**config.mk**
```make
export PLATFORM = sky130hd
export DESIGN_NAME = video_out_stage_flat
export DESIGN_NICKNAME = d
export VERILOG_FILES = /design/src/rtl/video_out_pkg.sv /design/src/rtl/video_out_stage_if.sv /design/src/rtl/pix_ce_gen.sv /design/src/rtl/video_out_stage.sv /design/src/flat_wrapper.sv
export SDC_FILE = /design/constraint.sdc
export NUM_CORES = 1
export LEC_CHECK = 0
export BUFFER_PORTS_ARGS = -buffer_cell sky130_fd_sc_hd__buf_2
export CORE_MARGIN = 2
export CORE_UTILIZATION = 46
export DETAILED_ROUTE_END_ITERATION = 12
export PLACE_DENSITY = 0.93
export SLEW_MARGIN = 15
export SYNTH_ARGS = -nofsm -noshare
export SYNTH_HDL_FRONTEND = slang
export SYNTH_SLANG_ARGS = --single-unit
export TNS_END_PERCENT = 30
```
**constraint.sdc**
```tcl
create_clock -name clk -period 1.7 [get_ports clk]
set_input_delay 0.17 -clock clk [delete_from_list [all_inputs] [get_ports clk]]
set_output_delay 0.17 -clock clk [all_outputs]
set_load 0.01 [all_outputs]
```
**src/rtl/video_out_pkg.sv**
```systemverilog
// Shared types, aspect constants and colour helpers for the video output stage.
// Pure package: no logic, no latency, no flow control.
package video_out_pkg;

    typedef enum logic [1:0] {
        SL_OFF = 2'd0,
        SL_25  = 2'd1,
        SL_50  = 2'd2,
        SL_75  = 2'd3
    } sl_mode_t;

    typedef struct packed {
        logic [7:0] r;
        logic [7:0] g;
        logic [7:0] b;
        logic       hs;
        logic       vs;
        logic       de;
    } pix_t;

    localparam logic [12:0] AR43_X  = 13'd4;
    localparam logic [12:0] AR43_Y  = 13'd3;
    localparam logic [12:0] AR169_X = 13'd16;
    localparam logic [12:0] AR169_Y = 13'd9;

    // v_msb holds the channel left-justified; its top 'bits' bits repeat down to bit 0.
    function automatic logic [7:0] expand8(input logic [7:0] v_msb, input int bits);
        logic [7:0] res;
        res = '0;
        for (int i = 0; i < 8; i++) begin
            res[7-i] = v_msb[7-(i%bits)];
        end
        return res;
    endfunction

    function automatic logic [7:0] dim8(input logic [7:0] v, input sl_mode_t mode);
        logic [7:0] res;
        case (mode)
            SL_25:   res = v - (v >> 2);
            SL_50:   res = v >> 1;
            SL_75:   res = v >> 2;
            default: res = v;
        endcase
        return res;
    endfunction

endpackage

```
**src/rtl/video_out_stage_if.sv**
```systemverilog
// Core-side colour/sync inputs and framework-side video outputs of the output stage.
// Plain wires; no latency or backpressure of its own.
interface video_out_stage_if #(
    parameter int COLOR_BITS = 1
);
    logic [COLOR_BITS-1:0] r_in;
    logic [COLOR_BITS-1:0] g_in;
    logic [COLOR_BITS-1:0] b_in;
    logic                  hsync_in;
    logic                  vsync_in;
    logic                  hblank_in;
    logic                  vblank_in;
    logic                  aspect_sel;
    logic [1:0]            scanline_sel;
    logic                  ce_pix;
    logic [7:0]            vga_r;
    logic [7:0]            vga_g;
    logic [7:0]            vga_b;
    logic                  vga_hs;
    logic                  vga_vs;
    logic                  vga_de;
    logic [12:0]           video_arx;
    logic [12:0]           video_ary;

    modport master (
        output r_in, g_in, b_in, hsync_in, vsync_in, hblank_in, vblank_in,
               aspect_sel, scanline_sel,
        input  ce_pix, vga_r, vga_g, vga_b, vga_hs, vga_vs, vga_de,
               video_arx, video_ary
    );

    modport slave (
        input  r_in, g_in, b_in, hsync_in, vsync_in, hblank_in, vblank_in,
               aspect_sel, scanline_sel,
        output ce_pix, vga_r, vga_g, vga_b, vga_hs, vga_vs, vga_de,
               video_arx, video_ary
    );

endinterface

```
**src/rtl/pix_ce_gen.sv**
```systemverilog
// Pixel clock enable: one-cycle registered pulse every CE_DIV clocks, first pulse CE_DIV clocks after reset.
// Free running; no backpressure.
module pix_ce_gen #(
    parameter int CE_DIV = 1
) (
    input  logic clk,
    input  logic reset,
    output logic ce_pix
);
    localparam int CW = (CE_DIV > 1) ? $clog2(CE_DIV) : 1;
    localparam logic [CW-1:0] LAST = CW'(CE_DIV - 1);

    logic [CW-1:0] cnt_q, cnt_d;
    logic          ce_q, ce_d;

    always_comb begin
        cnt_d = (cnt_q == LAST) ? '0 : cnt_q + CW'(1);
        ce_d  = (cnt_q == LAST);
    end

    always_ff @(posedge clk) begin
        if (reset) begin
            cnt_q <= '0;
            ce_q  <= 1'b0;
        end else begin
            cnt_q <= cnt_d;
            ce_q  <= ce_d;
        end
    end

    assign ce_pix = ce_q;

endmodule

```
**src/rtl/video_out_stage.sv**
```systemverilog
// Expands core RGB to 8 bits, aligns sync/DE, applies scanline dimming; settings switch only on vsync rise.
// Latency 2 ce_pix pulses for colour/sync/DE; advances only on ce_pix, no backpressure.
module video_out_stage
    import video_out_pkg::*;
#(
    parameter int COLOR_BITS = 1,
    parameter int CE_DIV     = 1
) (
    input  logic             clk,
    input  logic             reset,
    video_out_stage_if.slave vif
);
    logic     ce;
    pix_t     s1_q, s1_d, s2_q, s2_d;
    logic     hs_prev_q, hs_prev_d;
    logic     vs_prev_q, vs_prev_d;
    logic     parity_q, parity_d;
    logic     asp_q, asp_d;
    sl_mode_t sl_q, sl_d;
    logic     hs_rise, vs_rise;

    pix_ce_gen #(.CE_DIV(CE_DIV)) u_ce (
        .clk    (clk),
        .reset  (reset),
        .ce_pix (ce)
    );

    always_comb begin
        s1_d      = s1_q;
        s2_d      = s2_q;
        hs_prev_d = hs_prev_q;
        vs_prev_d = vs_prev_q;
        parity_d  = parity_q;
        asp_d     = asp_q;
        sl_d      = sl_q;
        hs_rise   = vif.hsync_in & ~hs_prev_q;
        vs_rise   = vif.vsync_in & ~vs_prev_q;
        if (ce) begin
            hs_prev_d = vif.hsync_in;
            vs_prev_d = vif.vsync_in;
            // Frame start wins over a coincident line start.
            parity_d  = vs_rise ? 1'b0 : (parity_q ^ hs_rise);
            if (vs_rise) begin
                sl_d  = sl_mode_t'(vif.scanline_sel);
                asp_d = vif.aspect_sel;
            end
            s1_d.r  = expand8(8'(vif.r_in) << (8 - COLOR_BITS), COLOR_BITS);
            s1_d.g  = expand8(8'(vif.g_in) << (8 - COLOR_BITS), COLOR_BITS);
            s1_d.b  = expand8(8'(vif.b_in) << (8 - COLOR_BITS), COLOR_BITS);
            s1_d.hs = vif.hsync_in;
            s1_d.vs = vif.vsync_in;
            s1_d.de = ~(vif.hblank_in | vif.vblank_in);
            // parity_q/sl_q already reflect the line and frame of the pixel now in stage 1.
            s2_d    = s1_q;
            s2_d.r  = s1_q.de ? dim8(s1_q.r, parity_q ? sl_q : SL_OFF) : 8'd0;
            s2_d.g  = s1_q.de ? dim8(s1_q.g, parity_q ? sl_q : SL_OFF) : 8'd0;
            s2_d.b  = s1_q.de ? dim8(s1_q.b, parity_q ? sl_q : SL_OFF) : 8'd0;
        end
    end

    always_ff @(posedge clk) begin
        if (reset) begin
            s1_q      <= '0;
            s2_q      <= '0;
            hs_prev_q <= 1'b0;
            vs_prev_q <= 1'b0;
            parity_q  <= 1'b0;
            sl_q      <= sl_mode_t'(vif.scanline_sel);
            asp_q     <= vif.aspect_sel;
        end else begin
            s1_q      <= s1_d;
            s2_q      <= s2_d;
            hs_prev_q <= hs_prev_d;
            vs_prev_q <= vs_prev_d;
            parity_q  <= parity_d;
            sl_q      <= sl_d;
            asp_q     <= asp_d;
        end
    end

    assign vif.ce_pix    = ce;
    assign vif.vga_r     = s2_q.r;
    assign vif.vga_g     = s2_q.g;
    assign vif.vga_b     = s2_q.b;
    assign vif.vga_hs    = s2_q.hs;
    assign vif.vga_vs    = s2_q.vs;
    assign vif.vga_de    = s2_q.de;
    assign vif.video_arx = asp_q ? AR169_X : AR43_X;
    assign vif.video_ary = asp_q ? AR169_Y : AR43_Y;

endmodule

```
**src/flat_wrapper.sv**
```systemverilog
// flat-port wrapper written by rule: the top's interface ports become plain ports
module video_out_stage_flat import video_out_pkg::*;
#(
    parameter int COLOR_BITS = 1,
    parameter int CE_DIV     = 1
)
  (clk, reset, vif_r_in, vif_g_in, vif_b_in, vif_hsync_in, vif_vsync_in, vif_hblank_in, vif_vblank_in, vif_aspect_sel, vif_scanline_sel, vif_ce_pix, vif_vga_r, vif_vga_g, vif_vga_b, vif_vga_hs, vif_vga_vs, vif_vga_de, vif_video_arx, vif_video_ary);
  video_out_stage_if #(.COLOR_BITS(COLOR_BITS)) vif_i ();
  input  logic clk;
  input  logic reset;
  input wire logic [$bits(vif_i.r_in)-1:0] vif_r_in;
  input wire logic [$bits(vif_i.g_in)-1:0] vif_g_in;
  input wire logic [$bits(vif_i.b_in)-1:0] vif_b_in;
  input wire logic [$bits(vif_i.hsync_in)-1:0] vif_hsync_in;
  input wire logic [$bits(vif_i.vsync_in)-1:0] vif_vsync_in;
  input wire logic [$bits(vif_i.hblank_in)-1:0] vif_hblank_in;
  input wire logic [$bits(vif_i.vblank_in)-1:0] vif_vblank_in;
  input wire logic [$bits(vif_i.aspect_sel)-1:0] vif_aspect_sel;
  input wire logic [$bits(vif_i.scanline_sel)-1:0] vif_scanline_sel;
  output wire logic [$bits(vif_i.ce_pix)-1:0] vif_ce_pix;
  output wire logic [$bits(vif_i.vga_r)-1:0] vif_vga_r;
  output wire logic [$bits(vif_i.vga_g)-1:0] vif_vga_g;
  output wire logic [$bits(vif_i.vga_b)-1:0] vif_vga_b;
  output wire logic [$bits(vif_i.vga_hs)-1:0] vif_vga_hs;
  output wire logic [$bits(vif_i.vga_vs)-1:0] vif_vga_vs;
  output wire logic [$bits(vif_i.vga_de)-1:0] vif_vga_de;
  output wire logic [$bits(vif_i.video_arx)-1:0] vif_video_arx;
  output wire logic [$bits(vif_i.video_ary)-1:0] vif_video_ary;
  assign vif_i.r_in = vif_r_in;
  assign vif_i.g_in = vif_g_in;
  assign vif_i.b_in = vif_b_in;
  assign vif_i.hsync_in = vif_hsync_in;
  assign vif_i.vsync_in = vif_vsync_in;
  assign vif_i.hblank_in = vif_hblank_in;
  assign vif_i.vblank_in = vif_vblank_in;
  assign vif_i.aspect_sel = vif_aspect_sel;
  assign vif_i.scanline_sel = vif_scanline_sel;
  assign vif_ce_pix = vif_i.ce_pix;
  assign vif_vga_r = vif_i.vga_r;
  assign vif_vga_g = vif_i.vga_g;
  assign vif_vga_b = vif_i.vga_b;
  assign vif_vga_hs = vif_i.vga_hs;
  assign vif_vga_vs = vif_i.vga_vs;
  assign vif_vga_de = vif_i.vga_de;
  assign vif_video_arx = vif_i.video_arx;
  assign vif_video_ary = vif_i.video_ary;
  video_out_stage #(.COLOR_BITS(COLOR_BITS), .CE_DIV(CE_DIV)) u_core (.clk(clk), .reset(reset), .vif(vif_i));
endmodule
```
# --- After elaboration in Yosys (flattened, before gate mapping) ---
# Index checks and enable logic that the tools add are counted.
classes:
  add_sub_neg: 4
  eq_ne: 3
  mux: 16
  bitwise_logic: 8
  reduce_logical: 4
ops:
  columns: ["op", "count"]
  rows:
  - ["8-bit case mux with 3 select lines", 3]
  - ["8-bit two-way mux", 3]
  - ["1-bit by 7-bit subtractor with 8-bit output", 3]
  - ["2-bit two-way mux", 4]
  - ["5-bit two-way mux", 1]
  - ["2-bit == test (second input constant)", 2]
  - ["1-bit two-way mux", 4]
  - ["4-bit two-way mux", 1]
  - ["1-bit inverter", 4]
  - ["2-bit nonzero test", 2]
  - ["1-bit AND", 2]
  - ["2-bit by 1-bit == test with 1-bit output (second input constant)", 1]
  - ["2-bit AND reduction", 1]
  - ["2-bit OR reduction", 1]
  - ["1-bit adder (second input constant)", 1]
  - ["1-bit OR", 1]
  - ["1-bit XOR", 1]
totals:
  ff_bits: 39
  output_inout_bits: 54
  wordCells: 52

# --- Logic depth before layout (Yosys ltp) ---
logic_depth:
  word_depth: 5
  ltp_mapped: 3

# --- Hierarchy ---
# Synthesis repeated with hierarchy kept, for this count alone.
unflattened:
  hier_cells: 111
  hier_area_um2: 1107.3
modules_own_cells:
  columns: ["module", "n_inst", "cells_per_inst", "area_per_inst_um2"]
  rows:
  - ["video_out_stage", 1, 107, 1059.8]
  - ["pix_ce_gen", 1, 4, 47.5]

# --- Least setup slack after synthesis ---
# No wires, ideal clock.
synth_timing:
  path_kind: "register to register"
  start: "register u_core.u_ce.ce_q (netlist: u_core.u_ce.ce_pix)"
  end: "register u_core.asp_q (enable)"
  t_arrival_ns: 0.866
  t_required_ns: 1.401
  path_slack_ns: 0.536
  stages_incl_launch_ff: 3
  synth_period_minus_slack_ns: 1.164
  path_cell_list: "dfxtp_1 buf_6 a31o_2"
synth_between:
  elab_chain_cells: 2
synth_lines:
  columns: ["item", "line", "text"]
  rows:
  - ["start, declared", "pix_ce_gen.sv:14", "logic ce_q, ce_d;"]
  - ["start signal, assigned", "pix_ce_gen.sv:24", "ce_q <= 1'b0;"]
  - ["start signal, assigned", "pix_ce_gen.sv:27", "ce_q <= ce_d;"]
  - ["2-bit nonzero test (no source line)", null, null]
  - ["2-bit AND reduction (no source line)", null, null]
  - ["end signal, assigned", "video_out_stage.sv:69", "asp_q <= vif.aspect_sel;"]
  - ["end signal, assigned", "video_out_stage.sv:77", "asp_q <= asp_d;"]
  - ["end, declared", "video_out_stage.sv:18", "logic asp_q, asp_d;"]
# Every way passes these cells.
# A chain may end at the register's enable or synchronous reset.

# --- Final worst setup path ---
layout_timing:
  start: "register u_core.u_ce.ce_q (netlist: u_core.u_ce.ce_pix)"
  end: "output vif_ce_pix"
layout_lines:
  columns: ["item", "line", "text"]
  rows:
  - ["end, declared", "flat_wrapper.sv:20", "output wire logic [$bits(vif_i.ce_pix)-1:0] vif_ce_pix;"]
# No word-level cell between the ends.

==> impl_results.md <==
- Initial antenna violation count: 0
- Setup bufs post-CTS: 0
- Setup TNS: 0 ns
- CTS clock-pin slew for the worst setup and hold paths: 0.12 ns
- I/O Pins: 66
- Post-Synthesis Cell Area: 1144 um^2
- CTS Buf Count: 3
- Top-area cell type share of the netlist area: 0.3676
- Synth area leaders: dfxtp_1 37%, buf_4 26%, mux2i_1 7.9%, edfxtp_1 7.9%, a22o_1 6.9%
- Outcome: complete, no violations
- # setup viols final: 0
- Avg Synthesized Cell Area: 10.49 um^2
- #FFs+latches synth: 24
- Crit Path Max Fanout: 8
- Vias per cell: 4.404
- Crit path launch: u_core.u_ce.ce_pix
- # clock sinks: 24
- Via Count: 731
- Clock period minus worst slack: 1.439 ns
- Worst r2r src: u_core.u_ce.ce_pix
- CP Data Required Time: 1.53 ns
- Hold_sp: vif_scanline_sel[1]
- Port-buffer cells: 43
- Placer congestion estimate: 0.7324
- Root buffer cell: clkbuf_4
- Number of max-cap violations: 0
- CTS max path bufs: 2
- CTS tree: yes
- WP data arrival: 1.27 ns
- First-pass GRT wire length: 2490 um
- RSZ-0062 raised after global routing: false
- Area Overhead vs Synth: 4.376%
- Layout Nets: 149
- Largest area contributor in the netlist: dfxtp_1
- Core Area: 2410 um^2
- Wire length per cell: 10.17 um
- Hold_buf cts: 0
- # DRC: 0
- Initial cell density of the core: 0.4746
- Max frequency: 694.9 MHz
- Crit. End Element: output pin
- Die ar.: 2901 um^2
- Worst Setup Start Kind: flip-flop
- Sequential area share after synthesis: 0.4464
- Rows: 18
- Syn Inst Count: 109
- Worst skew pair latency: 0.30 ns
- Crit path kind: reg2out
- Largest net degree at the start of global routing: 14
- Clock skew: 0.006109 ns
- Antenna Nets Post-Route: 0
- DRT iter0 DRCs: 7
- Power Density: 785.3 nW/um^2
- Die H: 53.86 um
- Die width: 53.86 um
- Post-cts sizing count: 0
- Detail Placement HPWL: 1435 um
- Peak supply drop: 754.5 uV
- Final core utilization: 0.4953
- Synth Warn #: 0
- Final hold vios: 0
- Final period utilization: 0.8465
- Aggregate global routing overflow: 0
- DRT Pass-1 Iters: 4
- CTS HTree Levels: 1
- Tot GR Track Use: 0.1203
- HP Class: in2reg
- Leak Pwr: 0.6478 nW
- Vias in the first global route: 575
- Share of layout cells above drive strength 1: 0.3897
- Yosys cell types: 17
- Routed WL: 1688 um
- Pins Over Slew Limit: 0
- Diodes inserted: 0
[cell usage after synthesis]
library cell  number
nand3b_4           1
a22o_1             9
nor2_1            12
nand3b_1           1
xor2_1             1
clkbuf_1           1
conb_1             2
mux2i_1            9
a31oi_2            2
buf_4             40
nor2_2             1
buf_6              1
dfxtp_1           21
inv_1              3
a21oi_2            1
a31o_2             1
edfxtp_1           3
[logic make-up after synthesis]
family	synth area share
multiplexers	0.07878
AO/OA/AOI/OAI	0.1061
flip-flops	0.4464
other	0.006567
AND/OR/NAND/NOR	0.06893
XOR/XNOR	0.007660
buffers and inverters	0.2856
[layout make-up]
| type | instances | area [um^2] |
|---|---|---|
| clock buffer | 4 | 26.28 |
| fill | 241 | 1216 |
| inverter | 3 | 11.26 |
| multi-input combinational | 61 | 385.4 |
| sequential | 24 | 510.5 |
| tap | 30 | 37.54 |
| timing repair buffer | 44 | 222.7 |
[through the flow]
stage                     setup slack [ns]  cells  power, mW  cell area (um^2)  hold WS, ns
after floorplan                     0.5358    130     0.7236              1222       0.2689
after global placement              0.5732    162     0.7050              1167       0.3490
after detailed placement            0.5007    162     0.7098              1167       0.3500
after CTS                           0.2307    166     0.9531              1194      0.02040
after global routing                0.1936    166     0.9905              1194      0.01227
final                               0.2609    166     0.9373              1194      0.03398
[per-layer routing]
metal | vias to the layer above | wire, um | share of wire | GRT usage
met1 | 332 | 639 | 0.38 | 0.1244
li1 | 355 | - | - | -
met2 | 44 | 863 | 0.51 | 0.2215
met5 | - | 0 | 0 | 0
met3 | 0 | 184 | 0.11 | 0.05278
met4 | 0 | 0 | 0 | 0.02564
[report_power, final]
part	internal, mW	total (mW)	switching (mW)
sequential	0.591	0.608	0.0173
combinational	0.0323	0.0885	0.0562
clock	0.0914	0.241	0.149
[cell usage in the layout, fill, tap and decap left out]
cell | Yosys | routed
buf_2 | 0 | 43
conb_1 | 2 | 23
dfxtp_1 | 21 | 21
nor2_1 | 12 | 12
a22o_1 | 9 | 9
mux2i_1 | 9 | 9
inv_1 | 3 | 3
clkbuf_4 | 0 | 3
edfxtp_1 | 3 | 3
a31oi_2 | 2 | 2
a31o_2 | 1 | 1
nor2_2 | 1 | 1
nand3b_4 | 1 | 1
a21oi_2 | 1 | 1
nand3b_1 | 1 | 1
xor2_1 | 1 | 1
clkbuf_1 | 1 | 1
buf_4 | 40 | 1
[state kept, by name, summed over array words and instances, names as in the netlist]
name                count
u_core.asp_q            1
u_core.parity_q         1
u_core.s1_q             6
u_core.sl_q             2
u_core.u_ce.ce_pix      1
u_core.u_ce.cnt_q       1
u_core.vif.vga_b        3
u_core.vif.vga_de       1
u_core.vif.vga_g        3
u_core.vif.vga_hs       1
u_core.vif.vga_r        3
u_core.vif.vga_vs       1
[worst max-delay path, stage by stage (launching register included)]
cell	delay, ns
dfxtp_1	0.56
buf_4	0.25
buf_2	0.15
[worst paths after layout]
kind                                            to  slack (ns)  depth (start not counted)
worst min register to register  u_core.u_ce.ce_pix        0.40                          1
worst max-delay path                    vif_ce_pix        0.26                          2
worst max register to register     u_core.parity_q        0.51                          4
worst min-delay path                u_core.sl_q[1]        0.03                          1
(Power assumes the default switching activity.)
